===== src/rtl/alu_reservation_station.sv =====
// alu_reservation_station
//   Tomasulo reservation-station bank in front of a single ALU. Dispatched ops
//   wait for pending operands by producer tag. The bank snoops the CDB, and the
//   oldest fully-ready op is moved into a one-deep issue register.
// Ports:
//   CLK, RST                      clock, synchronous active-high reset
//   DISP_*                        dispatch handshake, operands and producer tags
//   DISP_TAG                      station tag the current dispatch will receive
//   CDB_TAG, CDB_DATA             result broadcast (INVALID_TAG = idle)
//   ISSUE_*                       valid/ready issue interface toward the ALU
//   OCCUPANCY                     busy entries, issue register excluded
module alu_reservation_station #(
   parameter int unsigned DEPTH       = 4,
   parameter int unsigned TAG_W       = 4,
   parameter int unsigned OP_W        = 4,
   parameter int unsigned RS_ID_BASE  = 1,
   parameter int unsigned INVALID_TAG = 0
) (
   input  logic                       CLK,
   input  logic                       RST,
   input  logic                       DISP_VALID,
   output logic                       DISP_READY,
   input  logic [OP_W-1:0]            DISP_OP,
   input  logic [TAG_W-1:0]           DISP_QJ,
   input  logic [31:0]                DISP_VJ,
   input  logic [TAG_W-1:0]           DISP_QK,
   input  logic [31:0]                DISP_VK,
   output logic [TAG_W-1:0]           DISP_TAG,
   input  logic [TAG_W-1:0]           CDB_TAG,
   input  logic [31:0]                CDB_DATA,
   output logic                       ISSUE_VALID,
   input  logic                       ISSUE_READY,
   output logic [OP_W-1:0]            ISSUE_OP,
   output logic [31:0]                ISSUE_A,
   output logic [31:0]                ISSUE_B,
   output logic [TAG_W-1:0]           ISSUE_TAG,
   output logic [$clog2(DEPTH+1)-1:0] OCCUPANCY
);

   localparam int unsigned IdxW = (DEPTH > 1) ? $clog2(DEPTH) : 1;
   localparam int unsigned CntW = $clog2(DEPTH + 1);
   localparam logic [TAG_W-1:0] InvTag = TAG_W'(INVALID_TAG);

   logic [DEPTH-1:0] busy_q;
   logic [OP_W-1:0]  op_q [DEPTH];
   logic [TAG_W-1:0] qj_q [DEPTH];
   logic [TAG_W-1:0] qk_q [DEPTH];
   logic [31:0]      vj_q [DEPTH];
   logic [31:0]      vk_q [DEPTH];
   // older_q[i][j] set: entry j was dispatched before entry i.
   logic [DEPTH-1:0] older_q [DEPTH];

   logic             issue_valid_q;
   logic [OP_W-1:0]  issue_op_q;
   logic [31:0]      issue_a_q;
   logic [31:0]      issue_b_q;
   logic [TAG_W-1:0] issue_tag_q;

   logic [DEPTH-1:0] ready;
   logic             any_ready;
   logic [IdxW-1:0]  sel_idx;
   logic             free_found;
   logic [IdxW-1:0]  free_idx;
   logic             issue_load;
   logic             disp_fire;
   logic             cdb_hit;
   logic [DEPTH-1:0] issue_mask;
   logic [CntW-1:0]  occ;

   always_comb begin
      free_found = 1'b0;
      free_idx   = '0;
      for (int i = int'(DEPTH) - 1; i >= 0; i--) begin
         if (!busy_q[i]) begin
            free_found = 1'b1;
            free_idx   = IdxW'(i);
         end
      end
   end

   // Oldest ready entry: the ready entry with no older ready entry.
   always_comb begin
      ready     = '0;
      any_ready = 1'b0;
      sel_idx   = '0;
      for (int i = 0; i < int'(DEPTH); i++) begin
         ready[i] = busy_q[i] && (qj_q[i] == InvTag) && (qk_q[i] == InvTag);
      end
      for (int i = 0; i < int'(DEPTH); i++) begin
         if (ready[i] && ((older_q[i] & ready) == '0)) begin
            any_ready = 1'b1;
            sel_idx   = IdxW'(i);
         end
      end
   end

   always_comb begin
      occ = '0;
      for (int i = 0; i < int'(DEPTH); i++) begin
         occ = occ + CntW'(busy_q[i]);
      end
   end

   assign cdb_hit    = (CDB_TAG != InvTag);
   assign issue_load = (!issue_valid_q || ISSUE_READY) && any_ready;
   assign disp_fire  = DISP_VALID && free_found;
   assign issue_mask = issue_load ? (DEPTH'(1) << sel_idx) : '0;

   always_ff @(posedge CLK) begin
      if (RST) begin
         busy_q        <= '0;
         issue_valid_q <= 1'b0;
         issue_op_q    <= '0;
         issue_a_q     <= '0;
         issue_b_q     <= '0;
         issue_tag_q   <= '0;
         for (int i = 0; i < int'(DEPTH); i++) begin
            op_q[i]    <= '0;
            qj_q[i]    <= InvTag;
            qk_q[i]    <= InvTag;
            vj_q[i]    <= '0;
            vk_q[i]    <= '0;
            older_q[i] <= '0;
         end
      end else begin
         // CDB snoop on waiting entries; a free entry never matches.
         for (int i = 0; i < int'(DEPTH); i++) begin
            if (busy_q[i] && cdb_hit && (qj_q[i] == CDB_TAG)) begin
               qj_q[i] <= InvTag;
               vj_q[i] <= CDB_DATA;
            end
            if (busy_q[i] && cdb_hit && (qk_q[i] == CDB_TAG)) begin
               qk_q[i] <= InvTag;
               vk_q[i] <= CDB_DATA;
            end
         end

         if (issue_load) begin
            busy_q[sel_idx] <= 1'b0;
            issue_valid_q   <= 1'b1;
            issue_op_q      <= op_q[sel_idx];
            issue_a_q       <= vj_q[sel_idx];
            issue_b_q       <= vk_q[sel_idx];
            issue_tag_q     <= TAG_W'(RS_ID_BASE) + TAG_W'(sel_idx);
         end else if (ISSUE_READY && issue_valid_q) begin
            issue_valid_q <= 1'b0;
         end

         if (disp_fire) begin
            busy_q[free_idx] <= 1'b1;
            op_q[free_idx]   <= DISP_OP;
            // Dispatch-cycle bypass of a result broadcast on this same edge.
            if (DISP_QJ != InvTag && DISP_QJ == CDB_TAG) begin
               qj_q[free_idx] <= InvTag;
               vj_q[free_idx] <= CDB_DATA;
            end else begin
               qj_q[free_idx] <= DISP_QJ;
               vj_q[free_idx] <= DISP_VJ;
            end
            if (DISP_QK != InvTag && DISP_QK == CDB_TAG) begin
               qk_q[free_idx] <= InvTag;
               vk_q[free_idx] <= CDB_DATA;
            end else begin
               qk_q[free_idx] <= DISP_QK;
               vk_q[free_idx] <= DISP_VK;
            end
            // Clear stale column bits left by a previous occupant of this slot,
            // then record everything still in flight as older.
            for (int i = 0; i < int'(DEPTH); i++) begin
               older_q[i][free_idx] <= 1'b0;
            end
            older_q[free_idx] <= busy_q & ~issue_mask;
         end
      end
   end

   assign DISP_READY  = free_found;
   assign DISP_TAG    = TAG_W'(RS_ID_BASE) + TAG_W'(free_idx);
   assign ISSUE_VALID = issue_valid_q;
   assign ISSUE_OP    = issue_op_q;
   assign ISSUE_A     = issue_a_q;
   assign ISSUE_B     = issue_b_q;
   assign ISSUE_TAG   = issue_tag_q;
   assign OCCUPANCY   = occ;

endmodule

===== config.mk =====
export PLATFORM = sky130hd
export DESIGN_NAME = alu_reservation_station
export DESIGN_NICKNAME = d
export VERILOG_FILES = /design/src/rtl/alu_reservation_station.sv
export SDC_FILE = /design/constraint.sdc
export NUM_CORES = 1
export LEC_CHECK = 0
export BUFFER_PORTS_ARGS = -buffer_cell sky130_fd_sc_hd__buf_2
export CAP_MARGIN = 0
export CORE_ASPECT_RATIO = 1.75
export CORE_MARGIN = 4
export CORE_UTILIZATION = 55
export CTS_CLUSTER_DIAMETER = 30
export CTS_CLUSTER_SIZE = 12
export DETAILED_ROUTE_END_ITERATION = 8
export GPL_ROUTABILITY_DRIVEN = 0
export GPL_TIMING_DRIVEN = 0
export PLACE_DENSITY = 0.74
export SLEW_MARGIN = 10
export SYNTH_ARGS = -nofsm -noshare
export SYNTH_HDL_FRONTEND = slang
export SYNTH_SLANG_ARGS = --single-unit

===== constraint.sdc =====
create_clock -name CLK -period 3.36 [get_ports CLK]
set_clock_uncertainty 0.1 [all_clocks]
set_input_delay 0.672 -clock CLK [delete_from_list [all_inputs] [get_ports CLK]]
set_output_delay 0.672 -clock CLK [all_outputs]
set_load 0.02 [all_outputs]

==> results of run 1 <==
[repair_timing]
action / CTS / global route
gates resized for setup: 62 / 58
pin swaps: 0 / 1
setup endpoints to repair: 410 / 332
buffers inserted: 0 / 2
[logic make-up after synthesis]
| logic type | count (synthesis) | synth area share, % |
|---|---|---|
| AOI/OAI and AO/OA | 428 | 21.7 |
| DFF | 396 | 60.1 |
| and+or+nand+nor | 307 | 7.70 |
| buffers and inverters | 170 | 3.85 |
| muxes | 69 | 4.19 |
| xor gates and xnor gates | 38 | 1.80 |
| adders and majority gates | 10 | 0.716 |
| other | 1 | 0.0202 |
[how the worst max path moves through the flow]
stage                    start       endpoint  slack (ns)  depth (start not counted)
detailed placement  CDB_TAG[1]     vk_q[2][1]       -1.10                          8
global route         busy_q[1]    vk_q[0][10]       -0.02                         10
CTS                  busy_q[0]    vj_q[1][20]       0.001                          8
finish              qk_q[0][3]  older_q[3][0]       -0.02                         10
floorplan            busy_q[0]     qj_q[1][0]        0.34                          6
global placement    CDB_TAG[1]     vk_q[2][0]       -1.11                          8
[flip-flops by register name (all words and copies together), names as in the netlist]
signal and cells:
qj_q 16, op_q 16, vk_q 128, ISSUE_A 32
ISSUE_TAG 3, ISSUE_VALID 1, qk_q 16, ISSUE_OP 4
ISSUE_B 32, vj_q 128, busy_q 4, older_q 16
[cell type report]
class	instances	area share, %
inverter	18	0.324
clock inverter	23	1.31
tap	450	2.56
buffer	150	3.27
clock buffer	62	5.89
timing repair buffer	172	4.52
sequential	396	50.6
multi-input combinational	854	31.4
antenna	3	0.0342
[per-stage QoR]
stage	worst slack (ns)	std cells	utilization (%)	power, mW
2_1_floorplan	0.336	1420	-	6.39
3_3_place_gp	-1.11	2032	60.1	6.75
3_5_place_dp	-1.10	2040	60.6	6.81
4_1_cts	0.00110	2124	65.9	11.9
5_1_grt	-0.0232	2128	66.3	12.3
6_report	-0.0176	2128	66.3	12.0
[power by group through the flow]
stage	Combinational [mW]	Sequential (mW)	Clock (mW)
3_5_place_dp	1.01	5.81	0
3_3_place_gp	0.943	5.81	0
4_1_cts	1.03	5.71	5.20
6_report	1.06	5.72	5.20
2_1_floorplan	0.588	5.80	0
5_1_grt	1.12	5.73	5.41
[placed cells by master (no fill, tap or decap), types with 9 or more instances in the layout]
master,n
clkbuf_1,52
nor4_1,13
and3_1,16
inv_1,16
buf_2,168
nor2_1,96
dfxtp_1,76
edfxtp_1,320
clkbuf_2,55
a22o_1,256
a311oi_2,68
and2_1,32
mux2_2,68
xor2_1,38
buf_1,35
nand2_2,9
a22oi_1,68
a21oi_1,10
nand2_1,93
clkbuf_16,49
[metal layers]
metal	track usage, %	up-vias
li1	-	5998
met1	31.2	6775
met2	54.3	832
met3	5.48	251
met4	18.2	6
met5	0	-
[synthesized netlist by cell type (all sizes together), types with 9 or more instances]
| cell type | number | area (um2) |
|---|---|---|
| a22o | 256 | 2240 |
| and3 | 17 | 106 |
| a22oi | 68 | 510 |
| nor2 | 101 | 379 |
| ha | 9 | 113 |
| and2 | 32 | 200 |
| mux2 | 68 | 766 |
| a311oi | 68 | 1020 |
| dfxtp | 76 | 1520 |
| nor4 | 17 | 106 |
| buf | 53 | 274 |
| edfxtp | 320 | 9610 |
| clkbuf | 99 | 372 |
| xor2 | 38 | 333 |
| a21oi | 11 | 55.1 |
| inv | 17 | 63.8 |
| nand2 | 102 | 383 |
==> flow_summary.ini, run 1 <==
[critical_path]
r2r_slack_ns = -0.02
end_kind = register
reg2reg_to = older_q[3][0]
rr_worst_depth = 10
slowest_delay_ns = 0.62
cp_common_cell = buf_2
crit_slowest_cell = or4_4
r2r_start = qk_q[0][3]
cp_data_required_time_ns = 3.67
cp-start-kind = register
crit_path_max_fanout = 10
cp.arrival_ns = 3.69
cp_num_buf_inv = 3
cp_top_family = simple AND/OR/NAND/NOR gates
worst-setup-path-type = register to register
cp_cell_sequence = or4_4 -> nor4_1 -> a2111oi_0 -> or2_1 -> buf_2 -> o31a_1 -> buf_2 -> buf_6 -> a21o_1 -> nor2_1

[timing]
fmax_mhz = 296
hold-worst-slack_ns = 0.338
hold_viol_final = 0
fin_crit_ns = 3.38
setup_tns_ns = -0.0398
maxSlewHeadroom_pct = 33.2
worst_pin_slew_ns = 1.00
drv_slew = 0
setup_ws_ns = -0.0176
fin_crit_sh_pct = 101
setup_viol = 3

[drt]
top_layer_used = met5
met1_length_um = 18500
drcViolationCount = 0
viasPerCell = 6.51
detail_route.wl_per_cell_um = 26.6
drtIter0Drc = 1066
wl_met2_um = 30000
ant_nets = 0
firstDrtPassIters = 7
wl_met3_um = 4480
vias = 13862
routed_wirelength_um = 56600

[clock_tree]
numClockSinks = 396
tritoncts = yes
clock_latency_ns = 0.56
cts_made_buffers = 47
clkTransAtPathRegs_ns = 0.06
hold_buffers = 0
clockRootBuffer = clkbuf_16
clockBufferDepth = 3
cts_max_level = 2

[placement]
dp.final_hpwl_um = 40900
placedInstanceArea_mm2 = 0.0201
portBuffers = 162

[cells_and_area]
area.sequential_mm2 = 0.0111
drive_gt1_share_pct = 29.6
multi_input_area_mm2 = 0.00691
fillers = 2480
nets = 1765
finalInstanceArea_mm2 = 0.0220
area_growth_pct = 18.6

[power]
p_sw_mw = 2.83
max-vdd-ir-drop_mv = 0.419
comb_power_share_pct = 8.8
p_per_area_mw_per_mm2 = 545
clkPwrFrac_pct = 43.4
switching_share_pct = 23.6
internal_power_mw = 9.14
seq_power_share_pct = 47.7
p_leak_nw = 8.28

[die]
die_area_mm2 = 0.0368
start_util_pct = 55.9
row_count = 88
coreArea_mm2 = 0.0331
dieWidth_um = 147
pin_count = 197
die_h_um = 251

[grt]
grt_pass1_vias = 14330
grt_usage_pct = 29.7
antenna_found_initial = 6
grt_max_degree = 27
grt_pass1_wl_um = 82900
grt_overflow = 0

[yosys]
yosys_register_bits = 396
synth_edf_count = 320
yosysWarnings = 0
synth-main-ff-cell = edfxtp_1
syn_avg_cell_area_um2 = 13.1
netlist_area_mm2 = 0.0185
seq_area_frac_synth_pct = 60.1
synth-async-reset-ratio_pct = 0
post_synth_num_cell_types = 51
synth_cells = 1419

[hold_path]
hold_class = primary input to register
hold_path_depth = 2
holdPathEnd = op_q[3][0]
min_from = DISP_OP[0]

[run_status]
status = finished with violations
violations = setup timing

[flow_run]
maxCapViolCount = 0
Note: power is estimated with default switching activity, not from simulation.
==> run 2: changes to the inputs <==
--- a/config.mk
+++ b/config.mk
@@ -5,7 +5,6 @@
 export SDC_FILE = /design/constraint.sdc
 export NUM_CORES = 1
 export LEC_CHECK = 0
-export BUFFER_PORTS_ARGS = -buffer_cell sky130_fd_sc_hd__buf_2
 export CAP_MARGIN = 0
 export CORE_ASPECT_RATIO = 1.75
 export CORE_MARGIN = 4
@@ -13,9 +12,10 @@
 export CTS_CLUSTER_DIAMETER = 30
 export CTS_CLUSTER_SIZE = 12
 export DETAILED_ROUTE_END_ITERATION = 8
+export DONT_BUFFER_PORTS = 1
 export GPL_ROUTABILITY_DRIVEN = 0
 export GPL_TIMING_DRIVEN = 0
-export PLACE_DENSITY = 0.74
+export PLACE_DENSITY = 0.69
 export SLEW_MARGIN = 10
 export SYNTH_ARGS = -nofsm -noshare
 export SYNTH_HDL_FRONTEND = slang
==> flow_summary.ini, run 2 (same netlist as run 1, synthesis figures left out) <==
[run_status]
status = finished with violations
violations = setup timing

[clock_tree]
clkTransAtPathRegs_ns = 0.06
hold_buffers = 0
tritoncts = yes
clockBufferDepth = 3
clock_latency_ns = 0.57
clockRootBuffer = clkbuf_16
cts_max_level = 2
cts_made_buffers = 50
numClockSinks = 396

[cells_and_area]
area_growth_pct = 15.1
antenna_cells = 0
fillers = 2520
multi_input_area_mm2 = 0.00692
reg.largest.list = vj_q (128), vk_q (128)
nets = 1609
final_common_cell = edfxtp_1
finalInstanceArea_mm2 = 0.0213
drive_gt1_share_pct = 23.5
area.sequential_mm2 = 0.0111
fin_util_pct = 64.4
fin_cells = 1972
final_cell_mix = 320 x edfxtp_1, 256 x a22o_1, 95 x nor2_1, 93 x nand2_1, 75 x dfxtp_1

[critical_path]
crit_slowest_cell = or4_4
cp-start-kind = register
cp_top_family = simple AND/OR/NAND/NOR gates
cp_data_required_time_ns = 3.73
end_kind = register
slowest_delay_ns = 0.61
cp.arrival_ns = 3.73
worst-setup-path-type = register to register
reg2reg_to = ISSUE_A[4]
crit_path_max_fanout = 10
rr_worst_depth = 10
r2r_slack_ns = -0.006
cp_num_buf_inv = 4
r2r_start = qj_q[0][3]
cp_cell_sequence = or4_4 -> nor4_2 -> nor4bb_1 -> buf_4 -> or2_1 -> buf_2 -> inv_2 -> clkbuf_1 -> nand2_1 -> a311oi_2

[power]
p_leak_nw = 7.61
p_per_area_mw_per_mm2 = 572
p_total_mw = 12.2
max-vdd-ir-drop_mv = 0.476

[die]
pin_count = 197
dieWidth_um = 147
row_count = 88
start_util_pct = 55.9
coreArea_mm2 = 0.0331
die_h_um = 251
die_area_mm2 = 0.0368

[timing]
setup_viol = 1
hold_viol_final = 0
fmax_mhz = 297
setup_tns_ns = -0.00577
fin_crit_ns = 3.37
fin_crit_sh_pct = 100
drv_slew = 0
maxSlewHeadroom_pct = 32.4
worst_pin_slew_ns = 1.01
setup_ws_ns = -0.00577

[grt]
grt_pass1_vias = 13429
grt_max_degree = 27
grt_util_met3_pct = 7.38
grt_pass1_wl_um = 81600
busiest_layer = met2
antenna_found_initial = 0
use_met1_pct = 30.2
grt_overflow = 0
met2_usage_pct = 54.6
grt_usage_pct = 29.5

[hold_path]
min_from = DISP_QK[1]
hold_class = primary input to register
holdPathEnd = qk_q[0][1]
hold_path_depth = 1

[drt]
drcViolationCount = 0
detail_route.wl_per_cell_um = 28.4
routed_wirelength_um = 55900
firstDrtPassIters = 5
vias = 12929
ant_nets = 0
viasPerCell = 6.56
drtIter0Drc = 832

[placement]
dpl.cell_count = 1878
placedInstanceArea_mm2 = 0.0193
dp.final_hpwl_um = 40600
portBuffers = 0

[flow_run]
maxCapViolCount = 0
==> run 2: cell types whose count changed in the layout (fill, tap and decap cells not counted), sizes merged <==
cell | previous run | this run
inv | 19 | 22
clkinv | 9 | 13
bufinv | 6 | 7
clkbuf | 160 | 157
buf | 224 | 66
diode | 3 | 0
==> run 2: where the power goes <==
group          switching [mW]  internal, mW  total [mW]
Clock                    2.14          3.40        5.54
Sequential              0.142          5.61        5.75
Combinational           0.588         0.316       0.904
Total                    2.87          9.32        12.2
==> run 2: what timing repair did <==
item	in CTS	in global routing
setup endpoints to repair	437	361
cloned	0	0
pin swaps	0	2
buffers inserted	0	4
gates resized for setup	79	38
==> run 2: final cells by class <==
cell class              count  share of cell area [%]
multi-input cells         854                    32.5
plain buffers             151                    3.38
clock inverters            31                    1.78
flip-flops and latches    396                    52.2
clock buffers              60                    6.28
well taps                 450                    2.64
inverters                  18                   0.334
repair buffers             12                   0.927
==> run 2: worst max-delay path by stage <==
stage | endpoint | start | depth (start not counted)
floorplan | qj_q[1][0] | busy_q[0] | 6
global placement | vj_q[1][7] | busy_q[0] | 6
detailed placement | vk_q[2][16] | CDB_TAG[1] | 7
CTS | vk_q[2][17] | busy_q[2] | 8
global route | older_q[3][0] | qj_q[0][3] | 11
finish | ISSUE_A[4] | qj_q[0][3] | 10
==> run 2: per-stage QoR <==
step | setup slack [ns] | hold slack [ns]
2_1_floorplan | 0.336 | 0.447
3_3_place_gp | -1.24 | 0.476
3_5_place_dp | -0.956 | 0.475
4_1_cts | -0.00661 | 0.183
5_1_grt | -0.0854 | 0.183
6_report | -0.00577 | 0.193
==> run 2: per-layer routing <==
metal  part of all wire (%)  vias to the layer above  routed length, um
met5                      0                        -                  0
met4                    5.6                        0               3120
met3                    8.5                      178               4760
met2                     53                      639              29800
met1                     33                     6436              18300
li1                       -                     5676                  -
==> run 2: worst reg2reg max path: cells and delay by family, from the launching register on <==
kind / cells / cell delay (ns)
AOI/OAI and AO/OA: 1 / 0.29
and+or+nand+nor: 5 / 1.41
buffers and inverters: 4 / 1.04
DFF: 1 / 0.40
==> run 3: changes to the inputs <==
--- a/config.mk
+++ b/config.mk
@@ -6,7 +6,7 @@
 export NUM_CORES = 1
 export LEC_CHECK = 0
 export CAP_MARGIN = 0
-export CORE_ASPECT_RATIO = 1.75
+export CORE_ASPECT_RATIO = 1.2
 export CORE_MARGIN = 4
 export CORE_UTILIZATION = 55
 export CTS_CLUSTER_DIAMETER = 30
@@ -15,7 +15,7 @@
 export DONT_BUFFER_PORTS = 1
 export GPL_ROUTABILITY_DRIVEN = 0
 export GPL_TIMING_DRIVEN = 0
-export PLACE_DENSITY = 0.69
+export PLACE_DENSITY_LB_ADDON = 0.08
 export SLEW_MARGIN = 10
 export SYNTH_ARGS = -nofsm -noshare
 export SYNTH_HDL_FRONTEND = slang
==> flow_summary.ini, run 3 (same netlist as run 1, synthesis figures left out) <==
[critical_path]
cp.arrival_ns = 3.69
crit_slowest_cell = o22ai_2
cp_num_buf_inv = 3
cp_common_cell = clkbuf_2
slowest_delay_ns = 0.51
critPathLaunch = busy_q[3]
cp_top_family = buffers and inverters
r2r_start = busy_q[3]
path_depth = 8
cp_data_required_time_ns = 3.69
r2r_slack_ns = 0.005
cp-start-kind = register
reg2reg_to = vj_q[3][12]
rr_worst_depth = 8
end_kind = register
cp_cell_sequence = nand4_1 -> nor2b_2 -> clkbuf_2 -> nand2_1 -> clkbuf_2 -> o22ai_2 -> clkbuf_2 -> a22o_1
crit_path_max_fanout = 10
worst-setup-path-type = register to register

[drt]
vias = 13357
ant_nets = 0
firstDrtPassIters = 5
detail_route.wl_per_cell_um = 29.3
routed_wirelength_um = 59100
viasPerCell = 6.63
drcViolationCount = 0
drtIter0Drc = 1476

[cells_and_area]
antenna_cells = 0
fillers = 2360
area_growth_pct = 20.0
nets = 1630
final_cell_mix = 320 x edfxtp_1, 256 x a22o_1, 95 x nor2_1, 93 x nand2_1, 78 x clkbuf_16
reg.largest.list = vj_q (128), vk_q (128)
drive_gt1_share_pct = 25.5
final_common_cell = edfxtp_1

[power]
max-vdd-ir-drop_mv = 0.403
p_per_area_mw_per_mm2 = 646
p_leak_nw = 8.05

[die]
dieWidth_um = 176
pin_count = 197
coreArea_mm2 = 0.0332
die_h_um = 209
start_util_pct = 55.9
row_count = 73
die_area_mm2 = 0.0367

[grt]
grt_pass1_wl_um = 85400
grt_overflow = 0
grt_pass1_vias = 13382
grt_max_degree = 26
antenna_found_initial = 0
grt_usage_pct = 31.2

[clock_tree]
clockBufferDepth = 3
cts_max_level = 3
tritoncts = yes
clkTransAtPathRegs_ns = 0.05
cts_made_buffers = 75
numClockSinks = 396
clock_latency_ns = 0.57
cts_setup_buffers = 0
hold_buffers = 0
clockRootBuffer = clkbuf_16

[run_status]
status = finished, final reports clean

[hold_path]
holdPathEnd = op_q[0][1]
min_from = DISP_OP[1]
hold_path_depth = 1
hold_class = primary input to register

[timing]
rsz0062_at_grt = true
setup_tns_ns = 0
fin_crit_ns = 3.36
worst_pin_slew_ns = 1.04
setup_viol = 0
drv_slew = 0
maxSlewHeadroom_pct = 30.6
fin_crit_sh_pct = 99.9
fmax_mhz = 298
hold-worst-slack_ns = 0.197
hold_viol_final = 0

[placement]
portBuffers = 0
dp.final_hpwl_um = 40300

[flow_run]
maxCapViolCount = 0
## run 3: cell types whose count changed in the layout (fill, tap and decap cells not counted), moves of 6 or more
cell	delta
clkbuf_1	-6
clkbuf_16	+27
clkbuf_2	+6
clkbuf_8	+9
## run 3: worst max-delay path by stage
stage | end | slack, ns
3_3_place_gp | vk_q[1][25] | -1.11
6_report | vj_q[3][12] | 0.005
2_1_floorplan | qj_q[1][0] | 0.34
5_1_grt | vj_q[3][20] | -0.02
3_5_place_dp | vk_q[3][26] | -1.13
4_1_cts | ISSUE_B[9] | 0.005
## run 3: metrics by stage
stage	utilization, %	setup WS [ns]	total power [mW]	instances	area [um2]
3_3_place_gp	57.6	-1.11	6.66	1870	19100
4_1_cts	66.8	0.00466	14.3	2014	22100
2_1_floorplan	-	0.336	6.39	1420	18500
3_5_place_dp	58.2	-1.13	6.71	1878	19300
6_report	67.1	0.00484	14.4	2014	22200
5_1_grt	67.1	-0.0168	14.7	2014	22200
## run 3: layout make-up
cell class                      count  area, um2  share of cell area, %
Clock buffer                       97       2140                   9.64
Inverter                           18       67.6                  0.304
Clock inverter                     40        473                   2.13
Sequential cell                   396      11100                   50.1
Tap cell                          450        563                   2.53
Timing Repair Buffer                8        168                  0.754
Multi-Input combinational cell    854       6960                   31.3
Buffer                            151        733                   3.30
## run 3: layer usage
metal,vias to the layer above,global-route usage (%),wire [um]
met5,-,0,0
met4,0,12.5,2320
met3,141,9.14,6570
met2,791,50.0,27900
met1,6672,40.0,22300
li1,5753,-,-
## run 3: what timing repair did
action | 4_1_cts | 5_1_grt
gates resized for setup | 90 | 40
pin swaps | 0 | 2
hold endpoints to repair | 0 | 0
setup endpoints to repair | 400 | 345
## run 3: worst reg2reg max path, stage by stage (launching register included)
cell	delay [ns]
dfxtp_1	0.41
nand4_1	0.34
nor2b_2	0.45
clkbuf_2	0.40
nand2_1	0.17
clkbuf_2	0.26
o22ai_2	0.51
clkbuf_2	0.39
a22o_1	0.20
## run 3: power breakdown
group | switching (mW) | internal (mW) | leakage [nW]
registers | 0.135 | 5.62 | 3.95
clock network | 2.57 | 5.13 | 1.26
logic | 0.608 | 0.311 | 2.84
total | 3.31 | 11.1 | 8.05
